$ cat src/rtl/multdiv_pkg.sv
// Shared encodings and default constants for the mult/div issue/retire controller.
package multdiv_pkg;

  localparam logic [1:0] S_IDLE  = 2'd0;
  localparam logic [1:0] S_ISSUE = 2'd1;
  localparam logic [1:0] S_WAIT  = 2'd2;
  localparam logic [1:0] S_DONE  = 2'd3;

  typedef enum logic {
    OP_MULT = 1'b0,
    OP_DIV  = 1'b1
  } op_kind_t;

  localparam logic [4:0]  RSTATUS_REG   = 5'd30;
  localparam logic [31:0] MULT_EXC_CODE = 32'd4;
  localparam logic [31:0] DIV_EXC_CODE  = 32'd5;

endpackage

$ cat src/rtl/multdiv_watchdog.sv
// Cycle counter that flags when the unit has been waited on for TIMEOUT cycles.
module multdiv_watchdog #(
  parameter int unsigned TIMEOUT = 64
) (
  input  logic clock,
  input  logic reset,
  input  logic clear,
  input  logic enable,
  output logic expired
);

  localparam int unsigned CW = $clog2(TIMEOUT) + 1;
  localparam logic [CW-1:0] LAST = CW'(TIMEOUT - 1);

  logic [CW-1:0] count;

  assign expired = (count == LAST);

  // Saturates at the terminal value so a stray extra enable can never wrap.
  always_ff @(posedge clock) begin
    if (reset || clear) begin
      count <= '0;
    end else if (enable && !expired) begin
      count <= count + CW'(1);
    end
  end

endmodule

$ cat src/rtl/multdiv_ctrl.sv
// Issue/retire controller: captures one mult/div from execute, strobes the unit once,
// stalls until ready (or watchdog expiry) and emits one registered writeback beat.
module multdiv_ctrl
  import multdiv_pkg::*;
#(
  parameter int unsigned TIMEOUT       = 64,
  parameter logic [4:0]  RSTATUS_REG   = multdiv_pkg::RSTATUS_REG,
  parameter logic [31:0] MULT_EXC_CODE = multdiv_pkg::MULT_EXC_CODE,
  parameter logic [31:0] DIV_EXC_CODE  = multdiv_pkg::DIV_EXC_CODE
) (
  input  logic        clock,
  input  logic        reset,
  input  logic        ex_is_mult,
  input  logic        ex_is_div,
  input  logic [4:0]  ex_rd,
  input  logic [31:0] ex_operandA,
  input  logic [31:0] ex_operandB,
  input  logic [31:0] md_result,
  input  logic        md_exception,
  input  logic        md_resultRDY,
  output logic [31:0] md_operandA,
  output logic [31:0] md_operandB,
  output logic        md_ctrl_MULT,
  output logic        md_ctrl_DIV,
  output logic        stall,
  output logic        wb_valid,
  output logic [4:0]  wb_rd,
  output logic [31:0] wb_data,
  output logic        wb_exception
);

  logic [1:0] state;
  op_kind_t   op_kind;
  logic [4:0] rd_q;
  logic       request;
  logic       wd_expired;

  assign request = ex_is_mult | ex_is_div;

  // Combinational in IDLE so the accepting cycle already freezes the pipeline.
  assign stall = ((state == S_IDLE) && request) || (state == S_ISSUE) || (state == S_WAIT);

  multdiv_watchdog #(
    .TIMEOUT (TIMEOUT)
  ) u_watchdog (
    .clock   (clock),
    .reset   (reset),
    .clear   (state == S_ISSUE),
    .enable  ((state == S_WAIT) && !md_resultRDY),
    .expired (wd_expired)
  );

  always_ff @(posedge clock) begin
    if (reset) begin
      state        <= S_IDLE;
      op_kind      <= OP_MULT;
      rd_q         <= '0;
      md_operandA  <= '0;
      md_operandB  <= '0;
      md_ctrl_MULT <= 1'b0;
      md_ctrl_DIV  <= 1'b0;
      wb_valid     <= 1'b0;
      wb_rd        <= '0;
      wb_data      <= '0;
      wb_exception <= 1'b0;
    end else begin
      // NOTE: pulse outputs default low each cycle; only the transition that owns them raises them.
      md_ctrl_MULT <= 1'b0;
      md_ctrl_DIV  <= 1'b0;
      wb_valid     <= 1'b0;
      wb_exception <= 1'b0;
      case (state)
        S_IDLE: begin
          if (request) begin
            state        <= S_ISSUE;
            op_kind      <= ex_is_mult ? OP_MULT : OP_DIV;
            rd_q         <= ex_rd;
            md_operandA  <= ex_operandA;
            md_operandB  <= ex_operandB;
            md_ctrl_MULT <= ex_is_mult;
            md_ctrl_DIV  <= !ex_is_mult;
          end
        end
        // Ready is deliberately ignored here; it may still be high from the previous op.
        S_ISSUE: state <= S_WAIT;
        S_WAIT: begin
          if (md_resultRDY || wd_expired) begin
            state    <= S_DONE;
            wb_valid <= 1'b1;
            if (md_resultRDY && !md_exception) begin
              wb_rd   <= rd_q;
              wb_data <= md_result;
            end else begin
              wb_rd        <= RSTATUS_REG;
              wb_data      <= (op_kind == OP_MULT) ? MULT_EXC_CODE : DIV_EXC_CODE;
              wb_exception <= 1'b1;
            end
          end
        end
        default: state <= S_IDLE;
      endcase
    end
  end

endmodule
$ cat config.mk
export PLATFORM = sky130hd
export DESIGN_NAME = multdiv_ctrl
export DESIGN_NICKNAME = d
export VERILOG_FILES = /design/src/rtl/multdiv_pkg.sv /design/src/rtl/multdiv_watchdog.sv /design/src/rtl/multdiv_ctrl.sv
export SDC_FILE = /design/constraint.sdc
export NUM_CORES = 1
export LEC_CHECK = 0
export ABC_AREA = 0
export CAP_MARGIN = 40
export CORE_UTILIZATION = 40
export CTS_CLUSTER_DIAMETER = 100
export DETAILED_ROUTE_END_ITERATION = 10
export PLACE_DENSITY = 0.87
export SKIP_LAST_GASP = 1
export SLEW_MARGIN = 40
export SYNTH_ARGS = -nofsm -noshare
export SYNTH_HDL_FRONTEND = slang
export SYNTH_SLANG_ARGS = --single-unit
$ cat constraint.sdc
create_clock -name clock -period 2.1 [get_ports clock]
set_input_delay 0.525 -clock clock [delete_from_list [all_inputs] [get_ports clock]]
set_output_delay 0.525 -clock clock [all_outputs]
set_load 0.01 [all_outputs]
# Yosys cells after proc, flatten, opt, wreduce, memory -nomap -nowiden
# Index checks and enable logic that the tools add are counted.
# totals
reg_bits,120
wordCells,51
# classes
addsub,1
n_eq_ne,5
mux,9
bitwise,5
n_reduce_logical,19
# ops
cell,n
two-way mux 32 bit,1
adder 7 x 1 -> 7 bit (second input constant),1
== test 7 x 6 -> 1 bit (second input constant),1
one-hot mux 2 bit (3 select lines),1
AND reduction 2 bit,3
OR reduction 3 bit,2
two-way mux 5 bit,1
logical AND 1 bit,4
logical NOT 1 bit,4
logical OR 1 bit,4
two-way mux 1 bit,4
two-way mux 2 bit,2
NOT 1 bit,4
== test 2 x 1 -> 1 bit (second input constant),1
== test 2 bit (second input constant),1
logical NOT 2 bit,1
!= test 2 x 1 -> 1 bit (second input constant),1
!= test 2 bit (second input constant),1
OR reduction 2 bit,1
bitwise OR 1 bit,1

# Longest topological paths before layout
# depth
word_depth,4
mapped_depth,7
mapped_depth_nobuf,6

# Modules after synthesis
# Synthesis repeated with hierarchy kept, for this count alone.
# hier_totals
cells_unflattened,469
hier_area_um2,4235.3
# modules_own_cells
module,n_inst,cells_per_inst,area_each_um2,seq_area_each_um2
multdiv_ctrl,1,433,3893.7,2262.2
multdiv_watchdog,1,36,341.6,140.1

# Least setup slack after synthesis
# No wires, ideal clock.
# synth_path
kind,reg-to-output
from,register state[0]
to,output port stall
arrival_time_ns,1.243
slack_ns,0.332
path_stages_with_launch,6
path_cell_list,dfxtp_1 -> inv_1 -> ha_1 -> o21a_1 -> clkbuf_1 -> or3_1
# synth_between
elab_chain_len,4
word_cells_on_any_way,6
cone_classes,2 x eq/ne; 4 x reduce/logical
# synth_rtl
element,line,text
start: declaration,multdiv_ctrl.sv:32,logic [1:0] state;
start signal: assignment,multdiv_ctrl.sv:55,state <= S_IDLE;
start signal: assignment,multdiv_ctrl.sv:75,state <= S_ISSUE;
start signal: assignment,multdiv_ctrl.sv:85,S_ISSUE: state <= S_WAIT;
logical NOT 2 bit,multdiv_ctrl.sv:41,assign stall = ((state == S_IDLE) && request) || (state == S_ISSUE) || (state == S_WAIT);
logical AND 1 bit,multdiv_ctrl.sv:41,
logical OR 1 bit,multdiv_ctrl.sv:41,
logical OR 1 bit *,multdiv_ctrl.sv:41,
end: declaration,multdiv_ctrl.sv:25,"output logic stall,"
# Every way passes the cells marked *; elsewhere a longest branch is shown, timed or not.

# Worst setup path in the final report
# Same ends and word-level chain as after synthesis.

==> Flow_metrics.wiki <==
{| class="wikitable"
! Metric !! Value
|-
| Outcome || complete, but fails checks
|-
| Violated checks || setup timing
|-
| Count of antenna diodes in the layout || 0
|-
| Number of buffers created by CTS || 17
|-
| Average cell area after synthesis || approximately 8.9 sq um
|-
| Final Routed Wirelength || 12.06 mm
|-
| CTS tree || done
|-
| Biggest area consumer among synthesized cells || sky130_fd_sc_hd__dfxtp_1
|-
| Post-route setup slack || -56.51 ps
|-
| Required time worst endpoint || approximately 1600 ps
|-
| Final-report setup violation count || 1
|-
| Distinct cell type count after synthesis || 37
|-
| Net switching power of the design || 0.002631 W
|-
| Area of combinational cells with multiple inputs || between 1500 and 2000 sq um
|-
| Number of top-level pins || ~210
|-
| Post-synthesis to final-layout area growth || 71.47%
|-
| Slew at the pin closest to its max-slew limit || about 710 ps
|-
| Largest net degree at the start of global routing || between 70 and 80
|-
| Classification of the worst setup path || reg2out
|-
| Maximum net fanout on the critical path || 3
|-
| Post-synthesis sequential element count || 120
|-
| Count of non-filler cells in the finished layout || approximately 840
|-
| First-pass GRT wire length || 19.53 mm
|-
| Ys async rst share || 0%
|-
| Final Max Slew Viols || 0
|-
| Routed Antenna Nets || 0
|-
| Number of buffers on the longest clock path || 2
|-
| Most common cell after layout, fill and taps aside || sky130_fd_sc_hd__clkdlybuf4s50_1
|-
| Total via count after detailed routing || ~4100
|-
| I/O Buffers || approximately 210
|-
| Placed wire-length estimate || roughly 8.3 mm
|-
| Clock slew at reported path FFs || 60 ps
|-
| Final core utilization || 70.33%
|-
| Worst vdd ir || between 0.7 and 0.8 mV
|-
| First-pass detailed-route iteration total || 4
|-
| Synthesized netlist net count || ~580
|-
| Normalized max-slew margin || a little over half
|-
| Most used flip-flop cell after synthesis || sky130_fd_sc_hd__dfxtp_1
|-
| Number of DRC violations after detailed-routing iteration 0 || approximately 250
|-
| Switching part of the total || between 20% and 30%
|-
| Comb pwr share || between 30 and 40%
|-
| Number of antenna violations at the first check in global routing || 1
|-
| Clock root buffer || sky130_fd_sc_hd__clkbuf_8
|-
| Number of instances in the synthesized netlist || around 470
|-
| Share of the yosys chip area belonging to registers || approximately 57%
|-
| Total negative setup slack || -56.51 ps
|-
| Post-synth top area share || between 50 and 60%
|-
| Worst-skew pair later-pin latency || between 500 and 600 ps
|-
| Height of the die || between 100 and 150 um
|-
| Cell types with the largest area share after synthesis || sky130_fd_sc_hd__dfxtp_1 57%, sky130_fd_sc_hd__nand2_1 13%, sky130_fd_sc_hd__a21oi_1 8.6%
|-
| Overall fraction of global-route tracks in use || 22.61%
|-
| Number of standard-cell rows in the floorplan || 37
|-
| Storage cell area || roughly 2400 sq um
|-
| P_int || 0.006321 W
|-
| Core box area || 10230 sq um
|-
| Fraction of layout cells with a size suffix above 1 || a little under a tenth
|-
| Power density normalized to cell area || 1244 nW/um^2
|-
| Type of element launching the critical path || flip-flop
|-
| Crit. End Element || output pin
|-
| Leakage power || around 2.8 nW
|-
| Max-capacitance violation count || 0
|-
| Pre-CTS setup slack || -404.5 ps
|-
| Net total in the final layout || 800
|-
| Routability Congestion || between 0.7 and 0.8
|-
| Average vias per placed instance || a little under 5
|-
| H-tree depth || 4
|-
| Commonest cells after routing, fill and taps aside || 210 x sky130_fd_sc_hd__clkdlybuf4s50_1, 144 x sky130_fd_sc_hd__nand2_1, 118 x sky130_fd_sc_hd__dfxtp_1, 72 x sky130_fd_sc_hd__a21oi_1, 30 x sky130_fd_sc_hd__a22o_1
|-
| Quantity of hold-fixing buffers added after cts || 0
|-
| Time the worst path needs with I/O delays and setup || around 2200 ps
|-
| Setup repair after global routing missed its margin || true
|-
| Final-layout fill cell count || about 770
|-
| Die extent in x || ~100 um
|-
| Part of the total power dissipated in the clock network || between 30% and 40%
|-
| Power share of the sequential group || 33.0%
|-
| Area of the die || 10900 sq um
|-
| DRC || 0
|-
| Worst min-delay path class || reg2reg
|-
| Hold Vio Cnt, Final || 0
|-
| Final worst path period share || 102.7%
|-
| Initial core utilization || between 40% and 50%
|-
| Number of synthesized flops with an enable pin || 0
|-
| Max Fclk || 0.4637 GHz
|-
| Cell area after synthesis || 4197 sq um
|-
| Vias in the first global route || roughly 4100
|-
| Clock net sink count || 120
|-
| Total global routing overflow || 0
|-
| Placed Cells incl. Taps || about 800
|-
| Detailed-route wire length per cell || 14.41 um
|-
| Endpoint arrival time on the critical path || about 1600 ps
|-
| Clock Skews || 5.039 ps
|-
| Number of warning messages in the yosys log || 0
|}
[critical path, stage by stage, from the launching register on]
cell	delay, ps
sky130_fd_sc_hd__dfxtp_2	350
sky130_fd_sc_hd__inv_2	60
sky130_fd_sc_hd__ha_4	160
sky130_fd_sc_hd__o21a_2	110
sky130_fd_sc_hd__or3_1	300
sky130_fd_sc_hd__buf_2	150
[sequential cells by signal, summed over array words and instances (netlist names)]
name and count:
md_operandA 32, md_operandB 32, wb_data 32, u_watchdog.count 7
rd_q 5, wb_rd 5, state 2, md_ctrl_DIV 1
md_ctrl_MULT 1, op_kind 1, wb_exception 1, wb_valid 1
[synthesized netlist by cell type (2+ instances only)]
cell type                   count
sky130_fd_sc_hd__nand2_1      144
sky130_fd_sc_hd__dfxtp_1      120
sky130_fd_sc_hd__a21oi_1       72
sky130_fd_sc_hd__a22o_1        30
sky130_fd_sc_hd__clkbuf_1      24
sky130_fd_sc_hd__nor2_1        24
sky130_fd_sc_hd__nor3_1         7
sky130_fd_sc_hd__ha_1           5
sky130_fd_sc_hd__o21ai_0        5
sky130_fd_sc_hd__xor2_1         4
sky130_fd_sc_hd__buf_2          3
sky130_fd_sc_hd__buf_6          3
sky130_fd_sc_hd__inv_1          2
sky130_fd_sc_hd__nand3b_1       2
sky130_fd_sc_hd__nand4_1        2
sky130_fd_sc_hd__nor2b_1        2
sky130_fd_sc_hd__o2111ai_1      2
sky130_fd_sc_hd__o21a_1         2
[through the flow]
stage          hold WS, ps  power, W  cell area [sq um]
3_5_place_dp         445.7  0.005748               6506
3_3_place_gp         441.0  0.005634               6506
2_1_floorplan        436.6  0.004306               4197
4_1_cts              453.1  0.009043               7193
5_1_grt              477.3  0.009447               7196
6_report             452.6  0.008953               7196
[final timing paths]
check                  start               to  slack [ps]  cells past startpoint
max                 state[0]            stall         -60                      5
min          md_operandB[12]  md_operandB[12]         450                      2
max reg2reg         state[0]      wb_data[31]         310                      7
min reg2reg  md_operandB[12]  md_operandB[12]         450                      2
[power groups by stage]
stage | Clock [W] | Combinational [W] | Sequential [W]
finish | 0.00322 | 0.00278 | 0.00295
floorplan | 0 | 0.00116 | 0.00314
detailed placement | 0 | 0.00276 | 0.00299
global route | 0.00340 | 0.00304 | 0.00301
global placement | 0 | 0.00268 | 0.00295
CTS | 0.00329 | 0.00281 | 0.00295
[final cells by class]
cell class	instances	area share, %
Sequential cell	120	33.46
Timing Repair Buffer	228	31.54
Multi-Input combinational cell	319	23.27
Clock buffer	21	6.242
Clock inverter	11	3.026
Tap cell	136	2.365
Inverter	2	0.1043
[kinds of logic (layout without fill, tap and decap cells)]
group	Yosys count	count (layout)	synth area share, %
buffers and inverters	33	262	3.578
adders and majority gates	5	5	1.491
and+or+nand+nor	191	191	18.78
DFF	120	120	57.24
xor gates and xnor gates	5	5	1.043
muxes	1	1	0.2385
AOI/OAI and AO/OA	117	117	17.62
[routing by layer]
| layer | track usage [%] | vias to the layer above | routed length [um] |
|---|---|---|---|
| li1 | - | 2019 | - |
| met4 | 9.490 | 2 | 206 |
| met3 | 8.835 | 20 | 1069 |
| met1 | 24.95 | 1896 | 4861 |
| met5 | 0 | - | 13 |
| met2 | 38.55 | 174 | 5912 |
[repair_timing]
action                     in CTS  in global routing
pin swaps                       0                  0
buffers inserted                1                  0
setup endpoints to repair       1                  1
resized for setup              11                  1
Note: power is estimated with default switching activity, not from simulation.
